<file path="config.mk">
export PLATFORM = sky130hd
export DESIGN_NAME = eru_pipe_adder
export DESIGN_NICKNAME = d
export VERILOG_FILES = /design/src/rtl/eru_pipe_adder.sv
export SDC_FILE = /design/constraint.sdc
export NUM_CORES = 1
export LEC_CHECK = 0
export BUFFER_PORTS_ARGS = -buffer_cell sky130_fd_sc_hd__buf_2
export CORE_ASPECT_RATIO = 0.8
export CORE_MARGIN = 8
export CORE_UTILIZATION = 60
export CTS_CLUSTER_DIAMETER = 60
export DETAILED_ROUTE_END_ITERATION = 7
export HOLD_SLACK_MARGIN = 0.08
export PLACE_DENSITY = 0.81
export RECOVER_POWER = 50
export SLEW_MARGIN = 20
export SYNTH_ARGS = -nofsm -noshare
export SYNTH_HDL_FRONTEND = slang
export SYNTH_SLANG_ARGS = --single-unit
</file>
<file path="constraint.sdc">
create_clock -name clk -period 9.6 [get_ports clk]
set_clock_uncertainty 0.15 [all_clocks]
set_input_delay 1.44 -clock clk [delete_from_list [all_inputs] [get_ports clk]]
set_output_delay 1.44 -clock clk [all_outputs]
set_load 0.005 [all_outputs]
</file>
<file path="src/rtl/eru_pipe_adder.sv">
// eru_pipe_adder: two-stage block-speculative adder with
// valid/ready streaming and serial block-by-block correction.
module eru_pipe_adder #(
  parameter int WIDTH = 32,
  parameter int BLK   = 4,
  parameter int CNTW  = 16
) (
  input  logic             clk,
  input  logic             rst_n,
  input  logic             in_valid,
  output logic             in_ready,
  input  logic [WIDTH-1:0] in_a,
  input  logic [WIDTH-1:0] in_b,
  input  logic             in_mode,
  output logic             out_valid,
  input  logic             out_ready,
  output logic [WIDTH:0]   out_sum,
  output logic             out_err,
  output logic             out_corr,
  output logic [CNTW-1:0]  err_cnt,
  output logic             busy
);

  localparam int NBLK = WIDTH / BLK;
  localparam int KW   = $clog2(NBLK);

  typedef enum logic {RUN = 1'b0, CORR = 1'b1} state_t;

  state_t           state_q;
  logic             s1_v_q;
  logic [WIDTH-1:0] a_q;
  logic [WIDTH-1:0] b_q;
  logic             mode_q;
  logic             corr_q;
  logic [WIDTH:0]   fix_q;
  logic [WIDTH:0]   fix_d;
  logic             carry_q;
  logic [KW-1:0]    k_q;

  logic             s2_v_q;
  logic [WIDTH:0]   s2_sum_q;
  logic             s2_err_q;
  logic             s2_corr_q;
  logic [CNTW-1:0]  cnt_q;

  logic [WIDTH:0]   spec_sum;
  logic [WIDTH:0]   exact;
  logic             spec_err;
  logic [WIDTH-1:0] gsh;
  logic [KW-1:0]    cidx;
  logic             cin_c;
  logic [BLK:0]     tc;
  logic             last;
  logic             need_fix;
  logic             advance;
  logic             load;

  // generate bits shifted up one, so gsh[i] = g[i-1], gsh[0] = 0
  assign gsh = {a_q[WIDTH-2:0] & b_q[WIDTH-2:0], 1'b0};

  // speculative sum: each block's carry-in guessed from the window below it
  always_comb begin : spec_c
    logic [BLK:0] t;
    logic         cadd;
    logic         sel;
    logic         cin;
    int           lo;
    t = {1'b0, a_q[BLK-1:0]} + {1'b0, b_q[BLK-1:0]};
    spec_sum = '0;
    spec_sum[BLK-1:0] = t[BLK-1:0];
    cadd = 1'b0;
    sel  = 1'b0;
    cin  = 1'b0;
    lo   = 0;
    for (int k = 1; k < NBLK; k++) begin
      lo   = (k - 1) * BLK;
      t    = {1'b0, a_q[lo+:BLK]} + {1'b0, b_q[lo+:BLK]};
      cadd = t[BLK]
           | ((&(a_q[lo+:BLK] ^ b_q[lo+:BLK])) & gsh[lo]);
      sel  = gsh[lo+BLK] | ~(a_q[lo+BLK] | b_q[lo+BLK]);
      cin  = sel ? gsh[lo+BLK] : cadd;
      t    = {1'b0, a_q[lo+BLK+:BLK]}
           + {1'b0, b_q[lo+BLK+:BLK]}
           + {{BLK{1'b0}}, cin};
      spec_sum[lo+BLK+:BLK] = t[BLK-1:0];
      spec_sum[lo+BLK] = t[0]
        | (~a_q[lo+BLK] & ~b_q[lo+BLK] & cadd);
    end
    spec_sum[WIDTH] = t[BLK];
  end

  assign exact    = {1'b0, a_q} + {1'b0, b_q};
  assign spec_err = (spec_sum != exact);

  // one correction step: block 1 in the RUN cycle, block k_q in CORR
  always_comb begin : fix_c
    logic [BLK:0] t0;
    int           base;
    t0    = {1'b0, a_q[BLK-1:0]} + {1'b0, b_q[BLK-1:0]};
    cidx  = (state_q == RUN) ? KW'(1) : k_q;
    cin_c = (state_q == RUN) ? t0[BLK] : carry_q;
    base  = int'(cidx) * BLK;
    tc    = {1'b0, a_q[base+:BLK]}
          + {1'b0, b_q[base+:BLK]}
          + {{BLK{1'b0}}, cin_c};
    fix_d = (state_q == RUN) ? spec_sum : fix_q;
    fix_d[base+:BLK] = tc[BLK-1:0];
    last  = (cidx == KW'(NBLK - 1));
    if (last) fix_d[WIDTH] = tc[BLK];
  end

  assign need_fix = s1_v_q & mode_q & spec_err & ~corr_q;
  assign advance  = s1_v_q & (~s2_v_q | out_ready)
                  & (state_q == RUN) & ~need_fix;
  assign in_ready = ~(s1_v_q & ~advance) & (state_q == RUN);
  assign load     = in_valid & in_ready;

  // S1 operand register and serial correction FSM
  always_ff @(posedge clk or negedge rst_n) begin
    if (!rst_n) begin
      s1_v_q  <= 1'b0;
      a_q     <= '0;
      b_q     <= '0;
      mode_q  <= 1'b0;
      corr_q  <= 1'b0;
      fix_q   <= '0;
      carry_q <= 1'b0;
      k_q     <= '0;
      state_q <= RUN;
    end else begin
      if (load) begin
        s1_v_q <= 1'b1;
        a_q    <= in_a;
        b_q    <= in_b;
        mode_q <= in_mode;
        corr_q <= 1'b0;
      end else if (advance) begin
        s1_v_q <= 1'b0;
      end
      case (state_q)
        RUN: begin
          if (need_fix) begin
            fix_q   <= fix_d;
            carry_q <= tc[BLK];
            if (last) begin
              corr_q <= 1'b1;
            end else begin
              state_q <= CORR;
              k_q     <= KW'(2);
            end
          end
        end
        CORR: begin
          fix_q   <= fix_d;
          carry_q <= tc[BLK];
          k_q     <= k_q + KW'(1);
          if (last) begin
            corr_q  <= 1'b1;
            state_q <= RUN;
          end
        end
        default: state_q <= RUN;
      endcase
    end
  end

  // S2 result register, held until the consumer takes it
  always_ff @(posedge clk or negedge rst_n) begin
    if (!rst_n) begin
      s2_v_q    <= 1'b0;
      s2_sum_q  <= '0;
      s2_err_q  <= 1'b0;
      s2_corr_q <= 1'b0;
    end else if (advance) begin
      s2_v_q    <= 1'b1;
      s2_sum_q  <= corr_q ? fix_q : spec_sum;
      s2_err_q  <= spec_err;
      s2_corr_q <= corr_q;
    end else if (out_ready) begin
      s2_v_q <= 1'b0;
    end
  end

  // saturating count of erroneous results leaving S2
  always_ff @(posedge clk or negedge rst_n) begin
    if (!rst_n) begin
      cnt_q <= '0;
    end else if (s2_v_q & out_ready & s2_err_q & ~(&cnt_q)) begin
      cnt_q <= cnt_q + CNTW'(1);
    end
  end

  assign out_valid = s2_v_q;
  assign out_sum   = s2_sum_q;
  assign out_err   = s2_err_q;
  assign out_corr  = s2_corr_q;
  assign err_cnt   = cnt_q;
  assign busy      = s1_v_q | s2_v_q | (state_q == CORR);

endmodule

</file>
Word level (Yosys, flattened, before mapping)
Cells that the tools add are included.
{"block": "word_totals", "ff_bits": 157, "latchBits": 0, "mem_bits_rw": 0, "romBits": 0, "in_bits": 69, "out_inout_bits": 54, "wordCells": 181, "mem_count": 0}
{"block": "classes", "addsub": 21, "n_mul": 0, "div_mod_pow": 0, "n_lt_le_gt_ge": 0, "n_eq_ne": 4, "shift": 4, "n_mux": 31, "bitwise_logic": 97, "reduce_logical": 10}
{"op": "33-bit two-way mux", "count": 3}
{"op": "33-bit case mux with 2 select lines", "count": 1}
{"op": "32-bit by 6-bit indexed part select with 4-bit output", "count": 2}
{"op": "4-bit by 4-bit adder with 5-bit output", "count": 9}
{"op": "32-bit by 32-bit adder with 33-bit output", "count": 1}
{"op": "33-bit bitwise mux", "count": 1}
{"op": "33-bit != test", "count": 1}
{"op": "5-bit negator with 33-bit output", "count": 1}
{"op": "4-bit by 33-bit variable shift with 33-bit output, first input constant", "count": 1}
{"op": "4-bit by 33-bit indexed part select with 33-bit output", "count": 1}
{"op": "1-bit bitwise AND", "count": 32}
{"op": "1-bit bitwise OR", "count": 30}
{"op": "28-bit bitwise AND", "count": 1}
{"op": "1-bit inverter", "count": 28}
{"op": "4-bit by 1-bit adder with 4-bit output", "count": 6}
{"op": "4-bit AND reduction", "count": 6}
{"op": "4-bit bitwise XOR", "count": 6}
{"op": "1-bit two-way mux", "count": 19}
{"op": "16-bit by 1-bit adder with 16-bit output, second input constant", "count": 1}
{"op": "16-bit AND reduction", "count": 1}
{"op": "5-bit by 1-bit adder with 5-bit output", "count": 2}
{"op": "3-bit two-way mux", "count": 3}
{"op": "1-bit case mux with 2 select lines", "count": 3}
{"op": "3-bit case mux with 2 select lines", "count": 1}
{"op": "5 further kinds", "count": 7}

Longest topological paths before layout
Gate-level depths: netlist (run 1).
{"block": "depth", "ltp_word": 21, "depth_mapped": 22, "ltp_nobuf": 20}

Least setup slack after synthesis (run 1)
Ideal clock, no wire load.
{"block": "synth_timing", "path_type": "register to output", "startpoint": "register a_q[12]", "endpoint": "output in_ready", "arrival_ps": 4591, "t_required_ps": 8010, "setup_slack_ps": 3419, "stages_incl_launch_ff": 23, "path_buffers": 2, "path_cell_list": "dfrtp_1 ha_1 fa_1 a211oi_1 nor2_1 a31oi_1 o21bai_1 ha_1 ha_1 xor2_1 nor2_1 o21ai_0 o21ai_0 a2111oi_0 o211ai_1 nor4_1 nand4_1 or4_1 buf_6 nand2_8 nand2_8 buf_6 o21ai_0"}
{"block": "synth_via", "elab_chain_len": 16, "elab_cells_between_ends": 28}
{"item": "from (decl)", "line": "31", "rtl": "logic [WIDTH-1:0] a_q;"}
{"item": "from (signal assigned)", "line": "133", "rtl": "a_q <= in_a;"}
{"item": "parallel branches: the longest is 7 deep, another holds 4-bit by 4-bit adder with 5-bit output"}
{"item": "33-bit != test (*)", "line": "93", "rtl": "assign spec_err = (spec_sum != exact);"}
{"item": "1-bit bitwise AND (*) (2 in series)", "line": "112", "rtl": "assign need_fix = s1_v_q & mode_q & spec_err & ~corr_q;"}
{"item": "1-bit inverter (*)", "line": "114", "rtl": "& (state_q == RUN) & ~need_fix;"}
{"item": "1-bit bitwise AND (*)", "line": "114"}
{"item": "1-bit inverter (*)", "line": "115", "rtl": "assign in_ready = ~(s1_v_q & ~advance) & (state_q == RUN);"}
{"item": "1-bit bitwise AND (*)", "line": "115"}
{"item": "1-bit inverter (*)", "line": "115"}
{"item": "1-bit bitwise AND (*)", "line": "115"}
{"item": "to (decl)", "line": "11", "rtl": "output logic in_ready,"}
Every way passes the cells marked *.

Worst setup path after layout (run 1)
Same ends and word-level chain as after synthesis.

==> results of run 1 <==
==> cells by family after synthesis <==
kind of cell / after synthesis / synth area share [%]
xor gates and xnor gates: 70 / 5.50
buffers and inverters: 106 / 4.39
and+or+nand+nor: 313 / 13.7
adders and majority gates: 71 / 8.71
muxes: 128 / 14.2
AOI/OAI and AO/OA: 303 / 18.3
DFF: 157 / 35.2
==> cell usage after synthesis, types with 5 or more instances <==
| cell type | count | area share (%) |
|---|---|---|
| or3_1 | 7 | 0.39 |
| nand2_1 | 111 | 3.7 |
| a211oi_1 | 9 | 0.61 |
| buf_6 | 8 | 0.81 |
| clkbuf_1 | 31 | 1.0 |
| mux2i_1 | 24 | 2.2 |
| mux4_2 | 13 | 2.6 |
| ha_1 | 60 | 6.7 |
| buf_2 | 13 | 0.58 |
| a31oi_1 | 24 | 1.3 |
| a221o_1 | 15 | 1.3 |
| mux2_2 | 34 | 3.4 |
| o31ai_1 | 5 | 0.34 |
| nor3_1 | 20 | 0.90 |
| o22ai_1 | 7 | 0.39 |
| xor2_1 | 23 | 1.8 |
| mux2_4 | 7 | 0.94 |
| nor2_1 | 67 | 2.3 |
| o21bai_1 | 7 | 0.47 |
| mux2_1 | 50 | 5.0 |
| nand2b_1 | 15 | 0.84 |
| and2_1 | 7 | 0.39 |
| nor2b_1 | 7 | 0.39 |
| a41oi_1 | 10 | 0.79 |
| inv_1 | 46 | 1.5 |
| dfrtp_1 | 157 | 35 |
| and3_1 | 13 | 0.73 |
| o21ai_0 | 55 | 2.5 |
| o211ai_1 | 9 | 0.61 |
| nand4_1 | 17 | 0.95 |
| o21a_1 | 5 | 0.34 |
| a21o_1 | 22 | 1.5 |
| a21oi_1 | 83 | 3.7 |
| xnor2_1 | 47 | 3.7 |
| fa_1 | 11 | 2.0 |
| nand3_1 | 23 | 1.0 |
==> final cells by class <==
class | count | share of cell area [%]
tap | 230 | 2.33
timing repair buffer | 129 | 4.86
clock inverter | 15 | 1.60
multi-input combinational | 885 | 54.5
sequential | 157 | 31.8
clock buffer | 17 | 3.44
inverter | 47 | 1.43
==> metal layers <==
layer / global-route usage [%] / share of wire [%] / vias to the layer above / wire length (microns)
li1: - / - / 4394 / -
met1: 43.3 / 45 / 4779 / 15400
met2: 42.3 / 41 / 582 / 14200
met3: 8.36 / 11 / 76 / 3700
met4: 10.5 / 3.2 / 0 / 1100
met5: 0 / 0 / - / 0
==> cell usage in the layout (no fill, tap or decap), types with 22 or more instances in the layout <==
cell type / instances
inv_1: 46
a21o_1: 22
dfrtp_1: 156
nand2_1: 111
o21ai_0: 55
xnor2_1: 47
a21oi_1: 83
nand3_1: 23
mux2_1: 50
nor2_1: 67
a31oi_1: 24
xor2_1: 23
ha_1: 60
mux2i_1: 24
buf_2: 77
mux2_2: 34
clkbuf_1: 46
==> how the worst max path moves through the flow <==
stage	startpoint	to
floorplan	a_q[12]	in_ready
global placement	a_q[12]	in_ready
detailed placement	a_q[12]	in_ready
CTS	a_q[12]	in_ready
global route	a_q[12]	in_ready
finish	a_q[12]	in_ready
==> through the flow <==
step                std cells  worst slack (ns)  hold slack, ns  instance area (sq um)  util [%]
detailed placement       1448              2.45           0.316                  11800      65.0
floorplan                1148              3.42           0.300                  11100         -
CTS                      1480              1.94           0.332                  12400      68.4
finish                   1480              1.84           0.338                  12400      68.0
global placement         1448              2.62           0.314                  11800      65.0
global route             1480              1.42           0.355                  12400      68.0
==> flip-flops by register name, summed over array words and instances (netlist names) <==
signal / flops
mode_q: 1
s1_v_q: 1
k_q: 3
corr_q: 1
err_cnt: 16
out_corr: 1
out_err: 1
state_q: 1
out_sum: 33
b_q: 32
carry_q: 1
fix_q: 33
out_valid: 1
a_q: 32
==> worst max-delay path, stage by stage, from the launching register on <==
cell and delay, ns:
dfrtp_1 0.42, ha_1 0.25, fa_1 0.50, a211oi_1 0.34, nor2_1 0.13, a31oi_1 0.24
o21bai_1 0.10, ha_1 0.24, ha_1 0.21, xor2_1 0.37, nor2_1 0.06, o21ai_0 0.16
o21ai_0 0.11, a2111oi_0 0.39, o211ai_1 0.15, nor4_1 0.30, nand4_1 0.19, or4_1 0.73
nand2_8 0.36, nand2_8 0.19, o21ai_0 0.11, buf_2 0.16
==> metrics.log, run 1 <==
[metrics] outcome: finished, violations left
[metrics] violations in the final reports: capacitance limit, slew limit
[metrics] Worst Path Arrival: 6.17 ns
[metrics] Crit. End Element: output port
[metrics] sequential fraction of the synthesis area: 35.2%
[metrics] Die Area: 0.0232 sq mm
[metrics] number of synthesized register bits: 157
[metrics] average instance area after synthesis: around 10 sq um
[metrics] required time at the worst-slack endpoint: 8.01 ns
[metrics] number of top-level design ports: 123
[metrics] most used flip-flop cell after synthesis: dfrtp_1
[metrics] dpl hpwl: 26400 microns
[metrics] Multi-input gate area: 0.00674 sq mm
[metrics] share of async-settable or async-resettable flops after synthesis: 100%
[metrics] area added between synthesis and finish: 10.8%
[metrics] height of the die: 138 microns
[metrics] global-route wire length before repair: 54000 microns
[metrics] Unique masters post-synth: about 80
[metrics] WL per Instance: roughly 23 microns
[metrics] summed instance area of the synthesized netlist: 0.0111 sq mm
[metrics] violation count after the first detailed-route iteration: 1140
[metrics] floorplan die width: 168 microns
[metrics] highest clock rate: 129 MHz
[metrics] crit path kind: reg -> out
[metrics] Clock Tree Buf Depth: 2
[metrics] clk slew on worst S/H paths: roughly 0.070 ns
[metrics] number of synthesized flops with an enable pin: 0
[metrics] beginning of the worst register-to-register path: a_q[12]
[metrics] total detailed-routing wirelength: 34500 microns
[metrics] Antenna Diode Count: 0
[metrics] largest driver fanout on the critical path: 45
[metrics] number of setup violations in the final report: 0
[metrics] count of yosys warnings during synthesis: 0
[metrics] largest net degree at the start of global routing: 110
[metrics] Seq. cell area: roughly 0.0039 sq mm
[metrics] remaining global-route overflow: 0
[metrics] Mapped Cells: around 1.1k
[metrics] core area: 0.0182 sq mm
[metrics] final slew viol count: 160
[metrics] setup fix buffers added after clock tree synthesis: 0
[metrics] overall via count from detail_route: ~9.8k
[metrics] Tot GR Track Use: 30.0%
[metrics] via count of the first global-routing pass: 9412
[metrics] mean number of vias per cell: 6.64
[metrics] Critical Path Start Type: register
[metrics] number of cells on the worst hold path: 1
[metrics] Initial DRT Pass Iterations: 7
[metrics] post-route minimum period: 7.76 ns
[metrics] Final ANT Viol Nets: 0
[metrics] number of buffers added by the clock tree synthesis step: 17
[metrics] Hold/Removal Path Class: reg -> reg
[metrics] remaining routing DRC violations: 0
[metrics] number of cells traversed by the worst register-to-register path: 22
[metrics] number of nets in the finished design: about 1.4k
[metrics] max-cap check violation count: 2
[metrics] hold-fix buffer count after cts: 0
[metrics] final weighted congestion of routability-driven global placement: 0.995
[metrics] summed negative setup slack over all endpoints: 0 ns
[metrics] buffer cell driving the clock tree root: clkbuf_16
[metrics] setup repair after global routing missed its margin: false
[metrics] relative slew slack: -292%
[metrics] Clk Latency, worst-skew pair: 0.45 ns
[metrics] maximum level of the CTS H-tree: 4
[metrics] slack of the worst reg-to-reg path: between 2 and 3 ns
[metrics] CTS tree: built
[metrics] post-route fraction of the period consumed by the critical path: between 80% and 90%
[metrics] Filler Cell Count: 1466
[metrics] ratio of cells with drive above 1 in the final layout: between 15 and 20%
[metrics] Mapped Nets: between 1k and 1.5k
[metrics] initial antenna violation count: 0
[metrics] slew at the pin closest to its max-slew limit: 5.89 ns
[metrics] endpoint of the worst hold-timing path: fix_q[16]
[metrics] FF-to-FF End: a_q[12]
[metrics] number of cell rows: 44
[metrics] sinks on the clock net: around 160
[metrics] CTS-repair resized insts: 0
[metrics] Buffers on Ports: roughly 120
[metrics] Initial Utilization: 61.4%
[metrics] Worst Min Path Start: fix_q[16]
[metrics] final hold violation count: 0
Power of run 1 is left out: the tool's default activity adds up to more than one toggle a clock period on the data nets, which glitch-free logic cannot reach.
==> inputs of run 2 (changes only) <==
CORE_UTILIZATION = 54   (was 60)
PLACE_DENSITY = 0.77   (was 0.81)
clock period = 6.3 ns   (was 9.6 ns; I/O delays follow)
==> run 2 against run 1 <==
  * The flow still finishes with violations (capacitance limit, slew limit)
  * First-iteration DRC count rose by 9.1%
  * Worst setup slack got worse by 1.7 ns
  * Final area rose by 2.7%
  * Final cell count rose by 4.2%
  * Routed wire length fell by 0.47%
  * Non-clock buffer count rose by 23
  * Critical path depth fell by 1
  * Register-to-register slack got worse by 2.1 ns
  * Critical endpoint unchanged
  * Largest cell class unchanged
==> metrics.log, run 2 (synthesis gave the netlist of run 1 again) <==
[metrics] most used cells in the layout excluding fill and tap cells: 156 x dfrtp_1, 111 x nand2_1, 98 x buf_2, 82 x a21oi_1, 66 x nor2_1
[metrics] slack of the worst reg-to-reg path: 0.64 ns (-2.10 ns)
[metrics] Antenna Diode Count: 0 (unchanged)
[metrics] summed negative setup slack over all endpoints: 0 ns (unchanged)
[metrics] violation count after the first detailed-route iteration: 1244 (+9.1%)
[metrics] final weighted congestion of routability-driven global placement: 1.01 (+1.9%)
[metrics] crit path kind: reg -> out
[metrics] Initial DRT Pass Iterations: 7 (unchanged)
[metrics] ratio of cells with drive above 1 in the final layout: 19.7% (+4.4 points)
[metrics] overall via count from detail_route: 9837 (+0.061%)
[metrics] post-route minimum period: 6.15 ns
[metrics] core area: 0.0205 sq mm (+13%)
[metrics] required time at the worst-slack endpoint: 5.20 ns (-2.81 ns)
[metrics] largest driver fanout on the critical path: 4 (-91%)
[metrics] number of nets in the finished design: 1400 (+1.7%)
[metrics] largest net degree at the start of global routing: 69 (-37%)
[metrics] Crit. End Element: output port
[metrics] initial antenna violation count: 0 (unchanged)
[metrics] clk slew on worst S/H paths: 0.08 ns (about the same)
[metrics] Critical Path Start Type: register
[metrics] Final ANT Viol Nets: 0 (unchanged)
[metrics] number of top-level design ports: 123 (unchanged)
[metrics] height of the die: 145 microns (+4.8%)
[metrics] Tot GR Track Use: 27.0% (-3.0 points)
[metrics] relative slew slack: -79.9% (+210 points)
[metrics] number of setup violations in the final report: 0 (unchanged)
[metrics] setup repair after global routing missed its margin: false
[metrics] Buffers on Ports: 122 (unchanged)
[metrics] Hold/Removal Path Class: reg -> reg
[metrics] origin of the worst setup path: b_q[8]
[metrics] leading cell type in the layout, fill and taps excluded: dfrtp_1
[metrics] cell-by-cell listing of the critical path: ha_1 -> fa_2 -> nand3_1 -> and2_1 -> o21ai_0 -> a21o_1 -> ha_1 -> ha_1 -> xnor2_1 -> o21ai_0 -> o21ai_0 -> a2111oi_1 -> o211ai_1 -> nor4_1 -> nand4_1 -> or4_4 -> nand2_8 -> nand2_8 -> o21ai_0 -> buf_2
[metrics] floorplan die width: 177 microns (+4.9%)
[metrics] highest clock rate: 163 MHz
[metrics] Cell Count, Final, Fillers Out: 1542 (+4.2%)
[metrics] final slew viol count: 162 (+1.3%)
[metrics] maximum single-stage delay on the critical path: 0.52 ns (-0.21 ns)
[metrics] number of cell rows: 47 (+6.8%)
[metrics] via count of the first global-routing pass: 9429 (+0.18%)
[metrics] Worst Path Arrival: 5.05 ns (-1.12 ns)
[metrics] Clock Tree Buf Depth: 2 (unchanged)
[metrics] CTS tree: built
[metrics] WL per Instance: 22.2 microns (-4.5%)
[metrics] Crit path top cell by count: o21ai_0
[metrics] mean number of vias per cell: 6.38 (-4.0%)
[metrics] area added between synthesis and finish: 13.8%
[metrics] capturing element of the worst setup path: in_ready
[metrics] global-route wire length before repair: 53600 microns (-0.77%)
[metrics] remaining global-route overflow: 0 (unchanged)
[metrics] sinks on the clock net: 157 (unchanged)
[metrics] slew at the pin closest to its max-slew limit: 2.70 ns (-3.19 ns)
[metrics] cell with the largest stage delay on the worst path: or4_4
[metrics] hold-fix buffer count after cts: 0 (unchanged)
[metrics] Initial Utilization: 54.5% (-6.9 points)
[metrics] outcome: finished, violations left
[metrics] final hold violation count: 0 (unchanged)
[metrics] violations in the final reports: capacitance limit, slew limit
[metrics] total detailed-routing wirelength: 34300 microns (-0.47%)
[metrics] buffer cell driving the clock tree root: clkbuf_16
[metrics] post-route fraction of the period consumed by the critical path: 97.6%
[metrics] maximum level of the CTS H-tree: 4 (unchanged)
[metrics] beginning of the worst register-to-register path: b_q[8]
[metrics] FF-to-FF End: fix_q[18]
[metrics] number of instances in the placed design: 1504 (+3.9%)
[metrics] Die Area: 0.0255 sq mm (+9.9%)
[metrics] Clk Latency, worst-skew pair: 0.44 ns (about the same)
[metrics] Filler Cell Count: 1758 (+20%)
[metrics] number of buffers added by the clock tree synthesis step: 17 (unchanged)
[metrics] number of cells traversed by the worst register-to-register path: 21 (-4.5%)
[metrics] max-cap check violation count: 3 (+1)
[metrics] dpl hpwl: 26300 microns (-0.30%)
[metrics] remaining routing DRC violations: 0 (unchanged)
[run 2: cell count changes in the layout (fill, tap and decap cells not counted), moves of 2 or more]
cell / change
ha_1: -4
clkbuf_1: -21
fa_2: +4
xor2_2: +2
fa_1: -4
buf_4: +22
clkinv_4: +2
a2111oi_0: -2
ha_2: +3
buf_2: +21
clkinvlp_4: -2
xor2_1: -3
[run 2: stage by stage]
| step | hold slack [ns] | setup slack (ns) | area, sq um | utilization (%) |
|---|---|---|---|---|
| after global placement | 0.308 | 0.213 | 12000 | 58.6 |
| after CTS | 0.272 | 0.0465 | 12600 | 61.7 |
| final | 0.338 | 0.151 | 12700 | 62.0 |
| after detailed placement | 0.320 | 0.201 | 12000 | 58.6 |
| after floorplan | 0.300 | 0.614 | 11100 | - |
| after global routing | 0.359 | 0.00543 | 12700 | 62.0 |
[run 2: cell type report]
| class | count | area (sq um) | share of cell area [%] |
|---|---|---|---|
| Clock buffer | 17 | 425 | 3.35 |
| Clock inverter | 15 | 181 | 1.43 |
| Inverter | 47 | 176 | 1.39 |
| Multi-Input combinational cell | 885 | 6830 | 53.8 |
| Sequential cell | 157 | 3930 | 31.0 |
| Tap cell | 269 | 337 | 2.65 |
| Timing Repair Buffer | 152 | 812 | 6.40 |
[run 2: how the worst min path moves through the flow]
stage | start | endpoint | slack, ns | cells after the start
floorplan | fix_q[16] | fix_q[16] | 0.30 | 1
global placement | fix_q[24] | fix_q[24] | 0.31 | 1
detailed placement | fix_q[24] | fix_q[24] | 0.32 | 1
CTS | rst_n | out_sum[9] | 0.27 | 1
global route | err_cnt[13] | err_cnt[13] | 0.36 | 1
finish | fix_q[16] | fix_q[16] | 0.34 | 1
[run 2: worst max-delay path, delay by kind of cell, from the launching register on]
| family | cells | cell delay [ns] |
|---|---|---|
| buf+inv | 1 | 0.14 |
| fa+ha+maj | 4 | 1.13 |
| simple gates | 7 | 1.46 |
| flops | 1 | 0.43 |
| xor+xnor | 1 | 0.18 |
| compound gates | 7 | 1.27 |
[run 2: metal layers]
metal	wire, microns	GRT usage, %	share of wire (%)	vias to the layer above
met5	0	0	0	-
met4	981	9.09	2.9	0
met3	3870	7.96	11	70
met2	14100	37.8	41	595
met1	15300	38.9	45	4743
li1	-	-	-	4429
[run 2: what timing repair did]
item | CTS | global route
pin swaps | 0 | 8
buffers inserted | 0 | 6
resized for setup | 6 | 16
endpoints found under the setup margin | 1 | 1
Power of run 2 is left out for the same reason.
